[config.mk]
export PLATFORM = sky130hd
export DESIGN_NAME = pkt_classifier
export DESIGN_NICKNAME = d
export VERILOG_FILES = /design/src/rtl/pkt_classifier.sv
export SDC_FILE = /design/constraint.sdc
export NUM_CORES = 1
export LEC_CHECK = 0
export ABC_AREA = 1
export CAP_MARGIN = 15
export CORE_AREA = 2 2 100 102
export DETAILED_ROUTE_END_ITERATION = 8
export DIE_AREA = 0 0 102 104
export PLACE_DENSITY = 0.79
export SYNTH_ARGS = -nofsm -noshare
export SYNTH_HDL_FRONTEND = slang
export SYNTH_SLANG_ARGS = --single-unit
export TNS_END_PERCENT = 1
[constraint.sdc]
create_clock -name clk -period 2.8 [get_ports clk]
set_input_delay 0.56 -clock clk [delete_from_list [all_inputs] [get_ports clk]]
set_output_delay 0.56 -clock clk [all_outputs]
set_load 0.02 [all_outputs]
[src/rtl/pkt_classifier.sv]
// Ingress header classifier: SDP/MDP/BDP/ERR typing, src/tgt validation, saturating stats.
// Latency 1 cycle; in_ready = !rst && (!out_valid || out_ready), so the stage runs at full throughput.
module pkt_classifier #(
  parameter int NUM_PORTS = 4,
  parameter int CNT_W     = 16,
  parameter int DROP_ERR  = 0
) (
  input  logic                 clk,
  input  logic                 rst,
  input  logic                 in_valid,
  output logic                 in_ready,
  input  logic [NUM_PORTS-1:0] in_source,
  input  logic [NUM_PORTS-1:0] in_target,
  output logic                 out_valid,
  input  logic                 out_ready,
  output logic [NUM_PORTS-1:0] out_source,
  output logic [NUM_PORTS-1:0] out_target,
  output logic [1:0]           out_type,
  output logic                 out_ok,
  input  logic                 stat_clr,
  output logic [CNT_W-1:0]     cnt_sdp,
  output logic [CNT_W-1:0]     cnt_mdp,
  output logic [CNT_W-1:0]     cnt_bdp,
  output logic [CNT_W-1:0]     cnt_err
);

  typedef enum logic [1:0] {
    PT_SDP = 2'd0,
    PT_MDP = 2'd1,
    PT_BDP = 2'd2,
    PT_ERR = 2'd3
  } pkt_type_e;

  localparam int PCW = $clog2(NUM_PORTS + 1);
  localparam logic [CNT_W-1:0] CNT_MAX = {CNT_W{1'b1}};

  function automatic logic [PCW-1:0] popcnt(input logic [NUM_PORTS-1:0] v);
    logic [PCW-1:0] c;
    c = '0;
    for (int i = 0; i < NUM_PORTS; i++) c = c + PCW'(v[i]);
    return c;
  endfunction

  logic [PCW-1:0] src_cnt, tgt_cnt;
  pkt_type_e      cls_type;
  logic           cls_ok;

  always_comb begin
    src_cnt  = popcnt(in_source);
    tgt_cnt  = popcnt(in_target);
    cls_type = PT_ERR;
    if (src_cnt == PCW'(1) && tgt_cnt != '0) begin
      if (tgt_cnt == PCW'(1))              cls_type = PT_SDP;
      else if (tgt_cnt == PCW'(NUM_PORTS)) cls_type = PT_BDP;
      else                                 cls_type = PT_MDP;
    end
    // Broadcast is allowed to hit its own source port; unicast/multicast are not.
    cls_ok = (cls_type != PT_ERR) &&
             (((in_source & in_target) == '0) || (cls_type == PT_BDP));
  end

  logic                 out_valid_q, out_valid_d;
  logic [NUM_PORTS-1:0] out_source_q, out_source_d;
  logic [NUM_PORTS-1:0] out_target_q, out_target_d;
  pkt_type_e            out_type_q, out_type_d;
  logic                 out_ok_q, out_ok_d;
  logic                 accept, load;

  assign in_ready = !rst && (!out_valid_q || out_ready);
  assign accept   = in_valid && in_ready;
  assign load     = accept && (cls_ok || (DROP_ERR == 0));

  always_comb begin
    out_valid_d  = out_valid_q;
    out_source_d = out_source_q;
    out_target_d = out_target_q;
    out_type_d   = out_type_q;
    out_ok_d     = out_ok_q;
    if (load) begin
      out_valid_d  = 1'b1;
      out_source_d = in_source;
      out_target_d = in_target;
      out_type_d   = cls_type;
      out_ok_d     = cls_ok;
    end else if (out_ready) begin
      out_valid_d  = 1'b0;
    end
  end

  always_ff @(posedge clk or posedge rst) begin
    if (rst) begin
      out_valid_q  <= 1'b0;
      out_source_q <= '0;
      out_target_q <= '0;
      out_type_q   <= PT_ERR;
      out_ok_q     <= 1'b0;
    end else begin
      out_valid_q  <= out_valid_d;
      out_source_q <= out_source_d;
      out_target_q <= out_target_d;
      out_type_q   <= out_type_d;
      out_ok_q     <= out_ok_d;
    end
  end

  assign out_valid  = out_valid_q;
  assign out_source = out_source_q;
  assign out_target = out_target_q;
  assign out_type   = out_type_q;
  assign out_ok     = out_ok_q;

  // Counters indexed by type; invalid packets always land in the ERR slot.
  logic [CNT_W-1:0] cnt_q [4];
  logic [CNT_W-1:0] cnt_d [4];
  logic [1:0]       inc_idx;

  assign inc_idx = cls_ok ? cls_type : PT_ERR;

  always_comb begin
    for (int i = 0; i < 4; i++) begin
      cnt_d[i] = cnt_q[i];
      if (stat_clr)
        cnt_d[i] = '0;
      else if (accept && inc_idx == 2'(i) && cnt_q[i] != CNT_MAX)
        cnt_d[i] = cnt_q[i] + CNT_W'(1);
    end
  end

  always_ff @(posedge clk or posedge rst) begin
    if (rst) begin
      for (int i = 0; i < 4; i++) cnt_q[i] <= '0;
    end else begin
      for (int i = 0; i < 4; i++) cnt_q[i] <= cnt_d[i];
    end
  end

  assign cnt_sdp = cnt_q[0];
  assign cnt_mdp = cnt_q[1];
  assign cnt_bdp = cnt_q[2];
  assign cnt_err = cnt_q[3];

endmodule

==> results.md <==
- Status: finished clean
- WP data arrival: 3.03 ns
- Vias in the first global route: 4844
- Final ANT Viol Nets: 0
- Worst path max stage delay: 0.52 ns
- Slowest stage cell, crit path: fa_1
- CP Data Required Time: 3.11 ns
- Residual DRC: 0
- IO buf count: 89
- Largest net degree at the start of global routing: 77
- NetSw: 678 uW
- Sequential power share: 0.443
- Cell area after layout: 6610 um2
- Most frequent cells in the layout: nand2_1, nand3_1, clkdlybuf4s50_1
- Total gr overflow: 0
- Ant. Diodes: 0
- Sw frac: 0.260
- Register bit total from synthesis: 76
- Reg-to-reg setup timing slack: 0.92 ns
- Vias per cell: 5.29
- Rows: 36
- Crit. End Element: register
- CTS tree: built
- Starting Density: 0.527
- CP top delay family: adder cells
- Die W: 102 um
- Wire length of the first global-routing pass: 22000 um
- Synth Cell Area: 5030 um2
- Bufs and invs on worst path: 6
- Register area share after synthesis: 0.379
- Sink Count: 76
- Max_slew headroom: 0.330
- Pint: 1930 uW
- Filler instances: 796
- Mean Syn Cell Area: 7.11 um2
- Detailed-route via count: 5019
- Final #Nets: 833
- H-tree Lvls: 3
- DP Area: 6170 um2
- Total power: 2610 uW
- Highest Clock Rate: 0.367 GHz
- Comb pwr share: 0.149
- Initial DRC count: 223
- Hold Crit Class: register to register
- Yosys warnings: 0
- Worst slew pin tran: 1.01 ns
- Leakage: 0.00315 uW
- Syn_nets: 730
- # setup viols final: 0
- Type of origin of the critical path: input pin
- Clock Path Buffers: 2
- DRT Wirelength: 13000 um
- GPL Wtd Cong: 0.873
- Cell count after synthesis: 707
- Clock Tree Root: clkbuf_8
- Final Cycle Share: 0.972
- Latest clock arrival within the worst-skew pair: 0.36 ns
- Die ar.: 10600 um2
- Commonest non-fill, non-tap cell in the layout: nand2_1
- HPWL Detailed: 8640 um
- P&R area growth vs syn: 31.3%
- WS Path Type: input pin to register
- MaxCap Viol Count: 0
- Total global-route track usage: 0.253
- Core ar.: 9550 um2
- Setup Skew: 0.00950 ns
- Initial antenna violation count: 0
- VDD IR max: 232 uV
- Layout cell share with drive strength beyond 1: 0.110
- Clock buffer count from CTS: 9
- CP max FO: 8
- Number of max-slew violations in the final report: 0
- Clk pwr share: 0.409
- PD cells: 395 nW/um2
- Avg WL per Cell: 13.7 um
- Final Hold Fails: 0
- Clk slew on worst S/H paths: 0.08 ns
- DRT Pass-1 Iters: 5
- I/O Pins: 90
- CP cell instances: clkdlybuf4s15_1 > inv_2 > fa_1 > inv_1 > ha_1 > ha_1 > inv_1 > nand2_2 > nor2_4 > nand3_2 > nand2_2 > buf_6 > nor3_4 > clkbuf_16 > nand3_1 > nand2_1
- Die extent in y: 104 um
- Tmin final: 2.72 ns
- Hold-fix buffer count after cts: 0
- Number of library cell types mapped by synthesis: 34
## metrics by stage
stage / setup TNS [ns] / std cells / setup WS [ns] / util / hold slack [ns]
3_5_place_dp: -31.01 / 929 / -0.554 / 0.647 / 0.464
4_1_cts: 0 / 947 / 0.00646 / 0.682 / 0.482
2_1_floorplan: 0 / 707 / 0.0944 / - / 0.501
6_report: 0 / 948 / 0.0774 / 0.692 / 0.486
3_3_place_gp: -27.17 / 929 / -0.462 / 0.647 / 0.461
5_1_grt: -0.724 / 948 / -0.0487 / 0.692 / 0.497
## kinds of logic after synthesis
kind of cell,share of synthesized area
XOR/XNOR,0.0592
AO/OA/AOI/OAI,0.0162
buffers and inverters,0.0731
AND/OR/NAND/NOR,0.445
adder cells (fa/ha/maj),0.0279
flip-flops,0.379
## power by group through the flow
stage / Sequential [uW] / Combinational (uW) / Clock, uW
after floorplan: 1210 / 148 / 0
after global placement: 1170 / 323 / 0
after detailed placement: 1180 / 332 / 0
after global routing: 1160 / 421 / 1120
final: 1160 / 388 / 1070
after CTS: 1160 / 356 / 1080
## cell type report
cell class	instances	area, um2	share of cell area
clock buffers	12	155	0.0235
clock inverters	4	95.1	0.0144
inverters	66	248	0.0375
repair buffers	112	1160	0.176
flip-flops and latches	76	1900	0.288
well taps	133	166	0.0252
multi-input cells	545	2870	0.435
## timing repair
action                                  in CTS  in global routing
gates resized for setup                     19                 24
setup buffers                                1                  0
endpoints found under the setup margin      64                 64
pin swaps                                    8                  9
cloned                                       1                  1
## layer usage
layer	track usage	wire, um	vias to the layer above
met5	0	0	-
met2	0.415	6460	178
met1	0.339	5630	2351
li1	-	-	2472
met4	0.0771	197	0
met3	0.0450	730	18
## path summary, 6_finish.rpt
path,start,end,cells after the start
max,in_source[1],cnt_mdp[9]$_DFFE_PP0P_,16
min,out_type[0]$_DFFE_PP1P_,out_type[0]$_DFFE_PP1P_,2
max reg2reg,cnt_err[0]$_DFFE_PP0P_,cnt_err[9]$_DFFE_PP0P_,10
min reg2reg,out_type[0]$_DFFE_PP1P_,out_type[0]$_DFFE_PP1P_,2
max in group asynchronous,rst,cnt_sdp[6]$_DFFE_PP0P_,3
min in group asynchronous,rst,cnt_err[15]$_DFFE_PP0P_,3
## sequential cells by signal, summed over array words and instances, names as in the netlist
register and count:
cnt_sdp 16, out_valid 1, out_ok 1, out_target 4
cnt_bdp 16, cnt_mdp 16, out_source 4, cnt_err 16
out_type 2
## worst min-delay path: stages, from the launching register on
cell	delay (ns)
dfstp_2	0.38
nand2_1	0.06
nand2_1	0.05
## synthesized netlist by cell type (all sizes together)
library cell  count  area [um2]
inv              65         244
dfstp             2        52.6
nand4            27         175
nor2             87         400
fa                2        40.0
clkbuf            8        30.0
nand2           241         912
xor2             30         263
ha                8         100
nand3           109         568
buf              13        90.1
o21bai            3        22.5
nand3b           19         146
nor3              5        36.3
o21ai             8        51.3
clkinv            1        3.75
dfrtp            74        1850
o21a              1        7.51
xnor2             4        35.0
No activity file was read; power rests on OpenSTA's default activity.
